## src/rtl/lsu_pkg.sv

```systemverilog
// Shared definitions for the load/store controller: RV32I funct3 encodings,
// FSM state encoding and request legality helpers.
package lsu_pkg;

  localparam logic [2:0] F3_B  = 3'b000;
  localparam logic [2:0] F3_H  = 3'b001;
  localparam logic [2:0] F3_W  = 3'b010;
  localparam logic [2:0] F3_BU = 3'b100;
  localparam logic [2:0] F3_HU = 3'b101;

  typedef enum logic [2:0] {
    IDLE   = 3'd0,
    LOAD   = 3'd1,
    RMW_RD = 3'd2,
    WRITE  = 3'd3,
    RESP   = 3'd4
  } state_t;

  // Loads accept B/H/W/BU/HU; stores only B/H/W.
  function automatic logic legal_f3(input logic store, input logic [2:0] f3);
    if (store) return (f3 == F3_B) || (f3 == F3_H) || (f3 == F3_W);
    return (f3 == F3_B) || (f3 == F3_H) || (f3 == F3_W) ||
           (f3 == F3_BU) || (f3 == F3_HU);
  endfunction

  // Halfwords need an even address, words a 4-byte aligned address.
  function automatic logic misaligned(input logic [2:0] f3, input logic [1:0] off);
    return ((f3[1:0] == 2'b01) && off[0]) || ((f3 == F3_W) && (off != 2'b00));
  endfunction

endpackage

```

## src/rtl/lsu_mem_ctrl_if.sv

```systemverilog
// Bundles the pipeline request/response handshake and the data-memory port.
// slave = controller view, master = pipeline/memory (testbench) view.
interface lsu_mem_ctrl_if;
  logic        req_valid;
  logic        req_ready;
  logic        req_store;
  logic [2:0]  req_funct3;
  logic [31:0] req_addr;
  logic [31:0] req_wdata;
  logic        rsp_valid;
  logic [31:0] rsp_rdata;
  logic        rsp_err;
  logic [31:0] mem_a;
  logic [31:0] mem_wd;
  logic        mem_we;
  logic [31:0] mem_rd;

  modport slave (
    input  req_valid, req_store, req_funct3, req_addr, req_wdata, mem_rd,
    output req_ready, rsp_valid, rsp_rdata, rsp_err, mem_a, mem_wd, mem_we
  );

  modport master (
    output req_valid, req_store, req_funct3, req_addr, req_wdata, mem_rd,
    input  req_ready, rsp_valid, rsp_rdata, rsp_err, mem_a, mem_wd, mem_we
  );
endinterface

```

## src/rtl/lsu_align.sv

```systemverilog
// Purely combinational byte-lane logic: load extract + sign/zero extend,
// and sub-word store merge into the previously read word.
module lsu_align
  import lsu_pkg::*;
(
  input  logic [31:0] word,
  input  logic [1:0]  off,
  input  logic [2:0]  f3,
  input  logic [31:0] wdata,
  output logic [31:0] load_data,
  output logic [31:0] merge_data
);

  logic signed [7:0]  byte_sel;
  logic signed [15:0] half_sel;

  // Pick the addressed byte/half and extend it according to funct3.
  always_comb begin
    byte_sel  = word[{off, 3'b000} +: 8];
    half_sel  = off[1] ? word[31:16] : word[15:0];
    load_data = '0;
    case (f3)
      F3_B:    load_data = 32'(byte_sel);
      F3_H:    load_data = 32'(half_sel);
      F3_W:    load_data = word;
      F3_BU:   load_data = {24'h0, byte_sel};
      F3_HU:   load_data = {16'h0, half_sel};
      default: load_data = '0;
    endcase
  end

  // Replace only the addressed lane of the old word; full words pass through.
  always_comb begin
    merge_data = word;
    case (f3)
      F3_B:    merge_data[{off, 3'b000} +: 8]        = wdata[7:0];
      F3_H:    merge_data[{off[1], 4'b0000} +: 16]   = wdata[15:0];
      default: merge_data = wdata;
    endcase
  end

endmodule

```

## src/rtl/lsu_mem_ctrl.sv

```systemverilog
// Load/store controller between the pipeline memory stage and a word-wide
// data memory. Sub-word stores are done as read-modify-write.
// Optional build macro: LSU_RANGE_CHECK_EN -- flag addresses outside the
// attached memory as errors instead of wrapping the word index.
module lsu_mem_ctrl
  import lsu_pkg::*;
#(
  parameter int DEPTH = 32,
  parameter int AW    = 5
) (
  input logic           clk,
  input logic           rst,
  lsu_mem_ctrl_if.slave bus
);

  state_t      state, next_state;
  logic        store_q;
  logic [2:0]  f3_q;
  logic [AW+1:0] addr_q;
  logic [31:0] wdata_q;
  logic [31:0] merged_q;
  logic [31:0] rdata_q;
  logic        err_q;

  logic        accept;
  logic        range_err;
  logic        req_err;
  logic [31:0] load_data;
  logic [31:0] merge_data;

`ifdef LSU_RANGE_CHECK_EN
  assign range_err = (bus.req_addr[31:AW+2] != '0) ||
                     (32'(bus.req_addr[AW+1:2]) >= 32'(DEPTH));
`else
  // Upper address bits are ignored; the index wraps modulo 2^AW.
  localparam int unused_depth = DEPTH;
  logic unused_addr_hi;
  assign unused_addr_hi = ^bus.req_addr[31:AW+2];
  assign range_err      = 1'b0;
`endif

  assign accept  = (state == IDLE) && rst && bus.req_valid;
  assign req_err = !legal_f3(bus.req_store, bus.req_funct3) ||
                   misaligned(bus.req_funct3, bus.req_addr[1:0]) || range_err;

  lsu_align u_align (
    .word       (bus.mem_rd),
    .off        (addr_q[1:0]),
    .f3         (f3_q),
    .wdata      (wdata_q),
    .load_data  (load_data),
    .merge_data (merge_data)
  );

  assign bus.req_ready = (state == IDLE) && rst;
  assign bus.rsp_valid = (state == RESP);
  assign bus.rsp_rdata = rdata_q;
  assign bus.rsp_err   = err_q;
  assign bus.mem_a     = (state != IDLE) ? {{(32-AW){1'b0}}, addr_q[AW+1:2]} : 32'h0;
  assign bus.mem_wd    = (state == WRITE) ? merged_q : 32'h0;
  // Gated with rst so a reset edge can never commit a write.
  assign bus.mem_we    = (state == WRITE) && rst;

  // State register.
  always_ff @(posedge clk) begin
    if (!rst) state <= IDLE;
    else      state <= next_state;
  end

  // Next-state selection.
  always_comb begin
    next_state = state;
    case (state)
      IDLE: begin
        if (accept) begin
          if (req_err)                    next_state = RESP;
          else if (!bus.req_store)        next_state = LOAD;
          else if (bus.req_funct3 == F3_W) next_state = WRITE;
          else                            next_state = RMW_RD;
        end
      end
      LOAD:    next_state = RESP;
      RMW_RD:  next_state = WRITE;
      WRITE:   next_state = RESP;
      RESP:    next_state = IDLE;
      default: next_state = IDLE;
    endcase
  end

  // Request latches, merged store word and response registers; the response
  // registers only change on the edge into RESP so they hold between responses.
  always_ff @(posedge clk) begin
    if (!rst) begin
      store_q  <= 1'b0;
      f3_q     <= 3'b000;
      addr_q   <= '0;
      wdata_q  <= 32'h0;
      merged_q <= 32'h0;
      rdata_q  <= 32'h0;
      err_q    <= 1'b0;
    end else begin
      case (state)
        IDLE: begin
          if (accept) begin
            store_q  <= bus.req_store;
            f3_q     <= bus.req_funct3;
            addr_q   <= bus.req_addr[AW+1:0];
            wdata_q  <= bus.req_wdata;
            merged_q <= bus.req_wdata;
            if (req_err) begin
              rdata_q <= 32'h0;
              err_q   <= 1'b1;
            end
          end
        end
        LOAD: begin
          rdata_q <= load_data;
          err_q   <= 1'b0;
        end
        RMW_RD: merged_q <= merge_data;
        WRITE: begin
          rdata_q <= 32'h0;
          err_q   <= 1'b0;
        end
        default: ;
      endcase
    end
  end

endmodule

```

## src/flat_wrapper.sv

```systemverilog
// flat-port wrapper written by rule: the top's interface ports become plain ports
module lsu_mem_ctrl_flat import lsu_pkg::*;
#(
  parameter int DEPTH = 32,
  parameter int AW    = 5
)
  (clk, rst, bus_req_valid, bus_req_store, bus_req_funct3, bus_req_addr, bus_req_wdata, bus_mem_rd, bus_req_ready, bus_rsp_valid, bus_rsp_rdata, bus_rsp_err, bus_mem_a, bus_mem_wd, bus_mem_we);
  lsu_mem_ctrl_if bus_i ();
  input logic clk;
  input logic rst;
  input wire logic [$bits(bus_i.req_valid)-1:0] bus_req_valid;
  input wire logic [$bits(bus_i.req_store)-1:0] bus_req_store;
  input wire logic [$bits(bus_i.req_funct3)-1:0] bus_req_funct3;
  input wire logic [$bits(bus_i.req_addr)-1:0] bus_req_addr;
  input wire logic [$bits(bus_i.req_wdata)-1:0] bus_req_wdata;
  input wire logic [$bits(bus_i.mem_rd)-1:0] bus_mem_rd;
  output wire logic [$bits(bus_i.req_ready)-1:0] bus_req_ready;
  output wire logic [$bits(bus_i.rsp_valid)-1:0] bus_rsp_valid;
  output wire logic [$bits(bus_i.rsp_rdata)-1:0] bus_rsp_rdata;
  output wire logic [$bits(bus_i.rsp_err)-1:0] bus_rsp_err;
  output wire logic [$bits(bus_i.mem_a)-1:0] bus_mem_a;
  output wire logic [$bits(bus_i.mem_wd)-1:0] bus_mem_wd;
  output wire logic [$bits(bus_i.mem_we)-1:0] bus_mem_we;
  assign bus_i.req_valid = bus_req_valid;
  assign bus_i.req_store = bus_req_store;
  assign bus_i.req_funct3 = bus_req_funct3;
  assign bus_i.req_addr = bus_req_addr;
  assign bus_i.req_wdata = bus_req_wdata;
  assign bus_i.mem_rd = bus_mem_rd;
  assign bus_req_ready = bus_i.req_ready;
  assign bus_rsp_valid = bus_i.rsp_valid;
  assign bus_rsp_rdata = bus_i.rsp_rdata;
  assign bus_rsp_err = bus_i.rsp_err;
  assign bus_mem_a = bus_i.mem_a;
  assign bus_mem_wd = bus_i.mem_wd;
  assign bus_mem_we = bus_i.mem_we;
  lsu_mem_ctrl #(.DEPTH(DEPTH), .AW(AW)) u_core (.clk(clk), .rst(rst), .bus(bus_i));
endmodule
```

## config.mk

```make
export PLATFORM = sky130hd
export DESIGN_NAME = lsu_mem_ctrl_flat
export DESIGN_NICKNAME = d
export VERILOG_FILES = /design/src/rtl/lsu_pkg.sv /design/src/rtl/lsu_mem_ctrl_if.sv /design/src/rtl/lsu_align.sv /design/src/rtl/lsu_mem_ctrl.sv /design/src/flat_wrapper.sv
export SDC_FILE = /design/constraint.sdc
export NUM_CORES = 1
export LEC_CHECK = 0
export BUFFER_PORTS_ARGS = -buffer_cell sky130_fd_sc_hd__clkbuf_2
export CAP_MARGIN = 20
export CORE_ASPECT_RATIO = 1.75
export CORE_MARGIN = 5
export CORE_UTILIZATION = 43
export CTS_CLUSTER_DIAMETER = 80
export DETAILED_ROUTE_END_ITERATION = 10
export HOLD_SLACK_MARGIN = 0.08
export PLACE_DENSITY = 0.68
export SLEW_MARGIN = 20
export SYNTH_ARGS = -nofsm -noshare
export SYNTH_HDL_FRONTEND = slang
export SYNTH_HIERARCHICAL = 1
export SYNTH_SLANG_ARGS = --single-unit
```

## constraint.sdc

```tcl
create_clock -name clk -period 5 [get_ports clk]
set_clock_uncertainty 0.1 [all_clocks]
set_input_delay 0.25 -clock clk [delete_from_list [all_inputs] [get_ports clk]]
set_output_delay 0.25 -clock clk [all_outputs]
set_load 0.03 [all_outputs]
```

==> run metrics, run 1 <==
result of the run finished, final reports clean; count leader, synth dfxtp_1; total grt overflow 0; predominant post-synthesis flop cell dfxtp_1; total global-route track usage 24.0%; floorplan die area 18600 um2; via count 7020; NetSw 724 uW; count of pins over their slew limit 0; overall power 2.28 mW; post-synthesis async set-or-reset flop share 0%; first-pass GRT wire length 36.2 mm; vias per std cell 5.88; initial detailed-routing violation count 618; ranking of synthesized cells by instance count dfxtp_1, o21ai_0, nand2_1, and2_1, clkbuf_1; detailed-routing iteration count for the pre-antenna-repair pass 6; Wirelength per Cell about 19 um; CP Buf/Inv Count 5; Static Leakage 3.22 nW; cell internal power dissipation 1.55 mW; number of nets in the layout 1107; crit path max fanout between 80 and 90; Finish-stage setup viols 0; Final ANT Viol Nets 0; maximum cell stage delay along the critical path 530 ps; signal arrival time at the worst endpoint 2210 ps; share of the core filled with cells in the final layout between 50% and 60%; die outline height 177 um; post-cts repair resize count 0; kind of cell with the highest combined delay on the critical path buffers and inverters; via count of the first global-routing pass 6711; Yosys warning count 6; clock transition at the registers of the reported paths 70 ps; post-synthesis sequential area ratio between 30% and 40%; Post-Syn Instances around 880; number of remaining DRC errors 0; series of cell instances along the critical path clkbuf_2 > buf_4 > or4b_1 > buf_4 > inv_8 > clkbuf_2; synthesized area divided by synthesized cell count 7.79 um2; Worst setup EP type output pin; number of sinks on the clock net 110; net switching fraction of the power a little under a third; worst slew pin tran 956 ps; biggest area contributors in the synthesized netlist dfxtp_1, o21ai_0, and2_1; Starting Density 43.3%; placed wire-length estimate 16.3 mm; maximum level of the CTS H-tree 3; setup repair after global routing missed its margin no; Total Neg Setup Slack 0 ps; Horiz. Die Dim 105 um; Core Region 15800 um2; share of final-layout standard cells stronger than drive strength 1 21.9%; Slew headroom 36.0%; number of antenna violations at the first check in global routing 1; fin crit period around 2600 ps; share of the cycle needed by the critical path after routing 51.2%; clock network fraction of design power 34.5%; total power density per cell area 281 nW/um2; row count 61; number of synthesized register bits 110; cell at the root of the clock tree clkbuf_16; # IOs between 200 and 250; Yosys top cell by area dfxtp_1; Fin. Hold Viols 0; Routability Congestion 0.923; cell with the largest stage delay on the worst path buf_4; clock tree from TritonCTS yes; clock latency on the worst-skew pair 360 ps; startpoint class of the critical path primary input; Max Cap Violations 0; CTS buffer count 9; maximum number of pins on one net before global-route repair 82; number of buffer cells added on primary ports 150; Seq pwr share between 40% and 50%; netlist area before placement 6840 um2; part of the total power dissipated in combinational logic between 20 and 25%; data required time at the worst endpoint roughly 4700 ps; maximum number of buffers from clock root to sink 2; class of the tightest hold or removal check primary input to register; kind of critical path primary input to output pin; final WL 22.7 mm; Netlist cell types 55; post-synth top area share 32.2%; peak ir drop on the vdd network approximately 0.19 mV; Post CTS Setup Buffer Count 0; Max Clk Rate about 400 MHz; Post-CTS Hold Buffers 32; number of enable flip-flop cells after synthesis 0; area growth from synthesis to final layout 18.4%
## worst min-delay path, stage by stage
cell	delay, ps
clkbuf_2	120
nand3_1	70
o21ai_0	70
## state kept, by name (all words and copies together) (netlist names)
register / cells
u_core/addr_q: 7
u_core/state: 3
u_core/bus.rsp_err: 1
u_core/f3_q: 3
u_core/wdata_q: 32
u_core/bus.rsp_rdata: 32
u_core/merged_q: 32
## cell usage in the layout, fill, tap and decap left out, types with 3 or more instances in the layout
cell,count
clkbuf_2,150
dfxtp_1,110
o21ai_0,105
nand2_1,102
and2_1,66
a31oi_1,40
inv_1,39
a21oi_1,37
o221ai_1,33
dlygate4sd3_1,32
a32oi_1,32
conb_1,27
a22oi_1,26
nor2b_1,25
nand3_1,24
nand3_2,20
a21o_1,18
buf_4,15
clkbuf_16,9
a41oi_1,8
a221o_1,8
o21ai_1,7
mux2_2,7
nor2_1,6
nand2b_1,5
ha_1,5
nor3b_1,4
nor3_1,3
nor3b_2,3
and3_1,3
## area by class of cell
class,instances,area (um2)
Fill cell,1549,7690
Multi-Input combinational cell,640,4000
Sequential cell,110,2200
Timing Repair Buffer,197,1180
Tap cell,189,236
Clock buffer,10,229
Inverter,41,161
Clock inverter,6,93.8
Antenna cell,1,2.50
## stage by stage
| step | instance area (um2) | setup slack [ps] | hold slack [ps] | std cells |
|---|---|---|---|---|
| finish | 8100 | 2440 | 87.4 | 1194 |
| global route | 8100 | 2320 | 89.8 | 1194 |
| CTS | 8100 | 2440 | 85.1 | 1193 |
| detailed placement | 7460 | 2340 | 346 | 1145 |
| global placement | 7460 | 2390 | 340 | 1145 |
| floorplan | 6940 | 2940 | 280 | 904 |
## metal layers
| layer | vias up | track usage [%] | share of wire [%] | wire [um] |
|---|---|---|---|---|
| li1 | 3375 | - | - | - |
| met1 | 3311 | 28.8 | 40 | 9000 |
| met2 | 272 | 40.7 | 50 | 11300 |
| met3 | 62 | 3.03 | 5.1 | 1150 |
| met4 | 0 | 14.2 | 5.6 | 1280 |
| met5 | - | 0 | 0 | 0 |
## worst paths after layout
check	from	end	slack (ps)	cells past startpoint
min	bus_req_addr[1]	u_core/addr_q[1]	90	3
min reg2reg	u_core/addr_q[2]	u_core/addr_q[2]	350	2
max reg2reg	u_core/addr_q[1]	u_core/merged_q[7]	2470	8
max	rst	bus_req_ready	2440	6
## power by group through the flow
| stage | Combinational [mW] | Sequential [mW] | Clock [mW] |
|---|---|---|---|
| floorplan | 0.383 | 0.979 | 0 |
| global placement | 0.497 | 0.983 | 0 |
| detailed placement | 0.501 | 0.984 | 0 |
| CTS | 0.523 | 0.964 | 0.801 |
| global route | 0.577 | 0.970 | 0.834 |
| finish | 0.528 | 0.965 | 0.786 |
## kinds of logic after synthesis
| family | count (synthesis) | share of synthesized area [%] |
|---|---|---|
| compound gates | 325 | 31.4 |
| simple gates | 273 | 22.2 |
| buf+inv | 154 | 11.4 |
| flops | 110 | 32.2 |
| mux | 10 | 1.77 |
| fa+ha+maj | 5 | 0.914 |
| other cells | 1 | 0.0548 |
Power figures use the tool's default switching activity.
==> run 2, diff against run 1 <==
--- a/config.mk
+++ b/config.mk
@@ -13,7 +13,7 @@
 export CTS_CLUSTER_DIAMETER = 80
 export DETAILED_ROUTE_END_ITERATION = 10
 export HOLD_SLACK_MARGIN = 0.08
-export PLACE_DENSITY = 0.68
+export PLACE_DENSITY = 0.71
 export SLEW_MARGIN = 20
 export SYNTH_ARGS = -nofsm -noshare
 export SYNTH_HDL_FRONTEND = slang
==> constraint.sdc (replaced) <==
create_clock -name clk -period 2.25 [get_ports clk]
set_clock_uncertainty 0.1 [all_clocks]
set_input_delay 0.1125 -clock clk [delete_from_list [all_inputs] [get_ports clk]]
set_output_delay 0.1125 -clock clk [all_outputs]
set_load 0.03 [all_outputs]
==> run 2 against run 1 <==
Compared with the run above:
- non-clock buffer count rose by 38
- die area did not move
- core utilization rose by 2.5 points
- global-route usage fell by 0.36 points
- clock-buffer cell count did not move
- critical path depth fell by 1
- power rose by 120%
- sequential cell count did not move
- sequential share of layout area fell by 1.3 points
- worst setup slack got worse by 2300 ps
- register-to-register slack got worse by 2300 ps
- hold slack barely moved
==> run metrics, run 2 (synthesis results as in run 1) <==
result of the run finished, final reports clean (unchanged); cell with the largest stage delay on the worst path or4b_4 (was buf_4); cell at the root of the clock tree clkbuf_16 (unchanged); Slew headroom 62.4% (was 36.0%); share of final-layout standard cells stronger than drive strength 1 23.0% (was 21.9%); Critical R2R Launch u_core/state[0] (was u_core/addr_q[1]); number of sinks on the clock net 110 (unchanged); signal arrival time at the worst endpoint 2260 ps (was 2210 ps); Routability Congestion 0.912 (was 0.923); # IOs 203 (unchanged); Post CTS Setup Buffer Count 0 (unchanged); Core Region 15800 um2 (unchanged); NetSw 1.65 mW (was 724 uW); fill cell instance count of the final layout 1489 (was 1549); beginning of the worst hold path bus_mem_rd[16] (was bus_req_addr[1]); Static Leakage 3.41 nW (was 3.22 nW); worst slew pin tran 564 ps (was 956 ps); row count 61 (unchanged); vias per std cell 5.86 (was 5.88); kind of critical path register to register (was primary input to output pin); Wirelength per Cell 18.6 um (was 19.0 um); area growth from synthesis to final layout 24.2% (was 18.4%); commonest non-fill, non-tap cells in the layout clkbuf_2, dfxtp_1, o21ai_0 (unchanged); commonest non-fill, non-tap cell in the layout clkbuf_2 (unchanged); first-pass GRT wire length 35.7 mm (was 36.2 mm); Worst setup EP type register (was output pin); hold slack final 87.1 ps (was 87.4 ps); count of cells along the worst register-to-register path 5 (was 8); total grt overflow 0 (unchanged); net switching fraction of the power 32.4% (was 31.8%); Horiz. Die Dim 105 um (unchanged); kind of cell with the highest combined delay on the critical path buffers and inverters (unchanged); clock network fraction of design power 32.7% (was 34.5%); Final ANT Viol Nets 0 (unchanged); number of nets in the layout 1145 (was 1107); crit path max fanout 11 (was 81); number of remaining DRC errors 0 (unchanged); maximum cell stage delay along the critical path 600 ps (was 530 ps); setup repair after global routing missed its margin no (unchanged); Seq pwr share 42.0% (was 42.3%); class of the tightest hold or removal check primary input to register (unchanged); maximum level of the CTS H-tree 3 (unchanged); via count of the first global-routing pass 6733 (was 6711); Starting Density 43.3% (unchanged); peak ir drop on the vdd network 0.345 mV (was 0.188 mV); via count 7224 (was 7020); series of cell instances along the critical path or4b_4 > nor2_1 > buf_4 > o21ai_0 > dlygate4sd3_1 (was clkbuf_2 > buf_4 > or4b_1 > buf_4 > inv_8 > clkbuf_2); part of the total power dissipated in combinational logic 25.4% (was 23.2%); setup slack, reg-to-reg 130 ps (was 2470 ps); CTS buffer count 9 (unchanged); clock latency on the worst-skew pair 350 ps (was 360 ps); final WL 22.9 mm (was 22.7 mm); Finish-stage setup viols 0 (unchanged); Max Cap Violations 0 (unchanged); placed wire-length estimate 16.6 mm (was 16.3 mm); CP Buf/Inv Count 2 (was 5); clock tree from TritonCTS yes (unchanged); number of buffer cells added on primary ports 150 (unchanged); Total Neg Setup Slack 0 ps (unchanged); startpoint class of the critical path register (was primary input); count of pins over their slew limit 0 (unchanged); maximum number of buffers from clock root to sink 2 (unchanged); cell internal power dissipation 3.43 mW (was 1.55 mW); die outline height 177 um (unchanged); data required time at the worst endpoint 2390 ps (was 4650 ps); initial detailed-routing violation count 595 (was 618); total power density per cell area 597 nW/um2 (was 281 nW/um2); clock transition at the registers of the reported paths 80 ps (was 70 ps); fin crit period 2120 ps; total global-route track usage 23.6% (was 24.0%); Fin. Hold Viols 0 (unchanged); floorplan die area 18600 um2 (unchanged); share of the core filled with cells in the final layout 53.8% (was 51.3%); number of antenna violations at the first check in global routing 1 (unchanged); maximum number of pins on one net before global-route repair 63 (was 82); hold depth 4 (was 3); worst r2r dst u_core/addr_q[5] (was u_core/merged_q[7]); Hold Path Sink u_core/bus.rsp_rdata[16] (was u_core/addr_q[1]); share of the cycle needed by the critical path after routing around 94%; detailed-routing iteration count for the pre-antenna-repair pass 8 (was 6); Max Clk Rate 472 MHz
## run 2: layout make-up
type / instances / area [um2] / share of cell area [%]
multi-input cells: 640 / 4000 / 47.1
inverters: 41 / 166 / 1.96
well taps: 189 / 236 / 2.78
flip-flops and latches: 110 / 2200 / 25.9
clock inverters: 6 / 78.8 / 0.927
clock buffers: 10 / 229 / 2.69
repair buffers: 235 / 1580 / 18.6
diodes: 1 / 2.50 / 0.0294
## run 2: metal layers
metal / up-vias / GRT usage, % / routed length [um]
met5: - / 0 / 0
met4: 0 / 12.8 / 1050
met3: 62 / 2.85 / 1320
met2: 318 / 42.0 / 11600
met1: 3387 / 27.4 / 8920
li1: 3457 / - / -
## run 2: power by group through the flow
stage / clock network [mW] / registers, mW / logic [mW]
2_1_floorplan: 0 / 2.18 / 0.852
3_3_place_gp: 0 / 2.17 / 1.18
3_5_place_dp: 0 / 2.17 / 1.19
4_1_cts: 1.68 / 2.13 / 1.27
5_1_grt: 1.75 / 2.14 / 1.40
6_report: 1.66 / 2.13 / 1.29
## run 2: worst min-delay path: stages
cell and delay (ps):
clkbuf_2 150, a21o_1 130, a32oi_1 50, o21ai_0 60
## run 2: how the worst max path moves through the flow
| stage | slack (ps) | to | start | cells past startpoint |
|---|---|---|---|---|
| finish | 130 | u_core/addr_q[5] | u_core/state[0] | 5 |
| global route | 20 | bus_mem_wd[0] | u_core/state[1] | 6 |
| CTS | 20 | u_core/addr_q[2] | u_core/state[0] | 5 |
| detailed placement | 260 | u_core/bus.rsp_rdata[11] | u_core/addr_q[1] | 5 |
| global placement | 310 | u_core/merged_q[23] | u_core/addr_q[1] | 6 |
| floorplan | 190 | u_core/merged_q[10] | u_core/addr_q[0] | 9 |
## run 2: what timing repair did
| item | CTS | global route |
|---|---|---|
| hold buffers | 52 | 0 |
| resized for setup | 0 | 3 |
| setup endpoints to repair | 0 | 4 |
| endpoints found under the hold margin | 80 | 0 |
## run 2: metrics by stage
step	power [mW]	cells	cell area, um2	setup WS (ps)
5_1_grt	5.29	1232	8500	22.0
2_1_floorplan	3.03	904	6940	194
3_5_place_dp	3.36	1163	7660	261
4_1_cts	5.08	1231	8480	24.5
3_3_place_gp	3.35	1163	7660	308
6_report	5.08	1232	8500	133
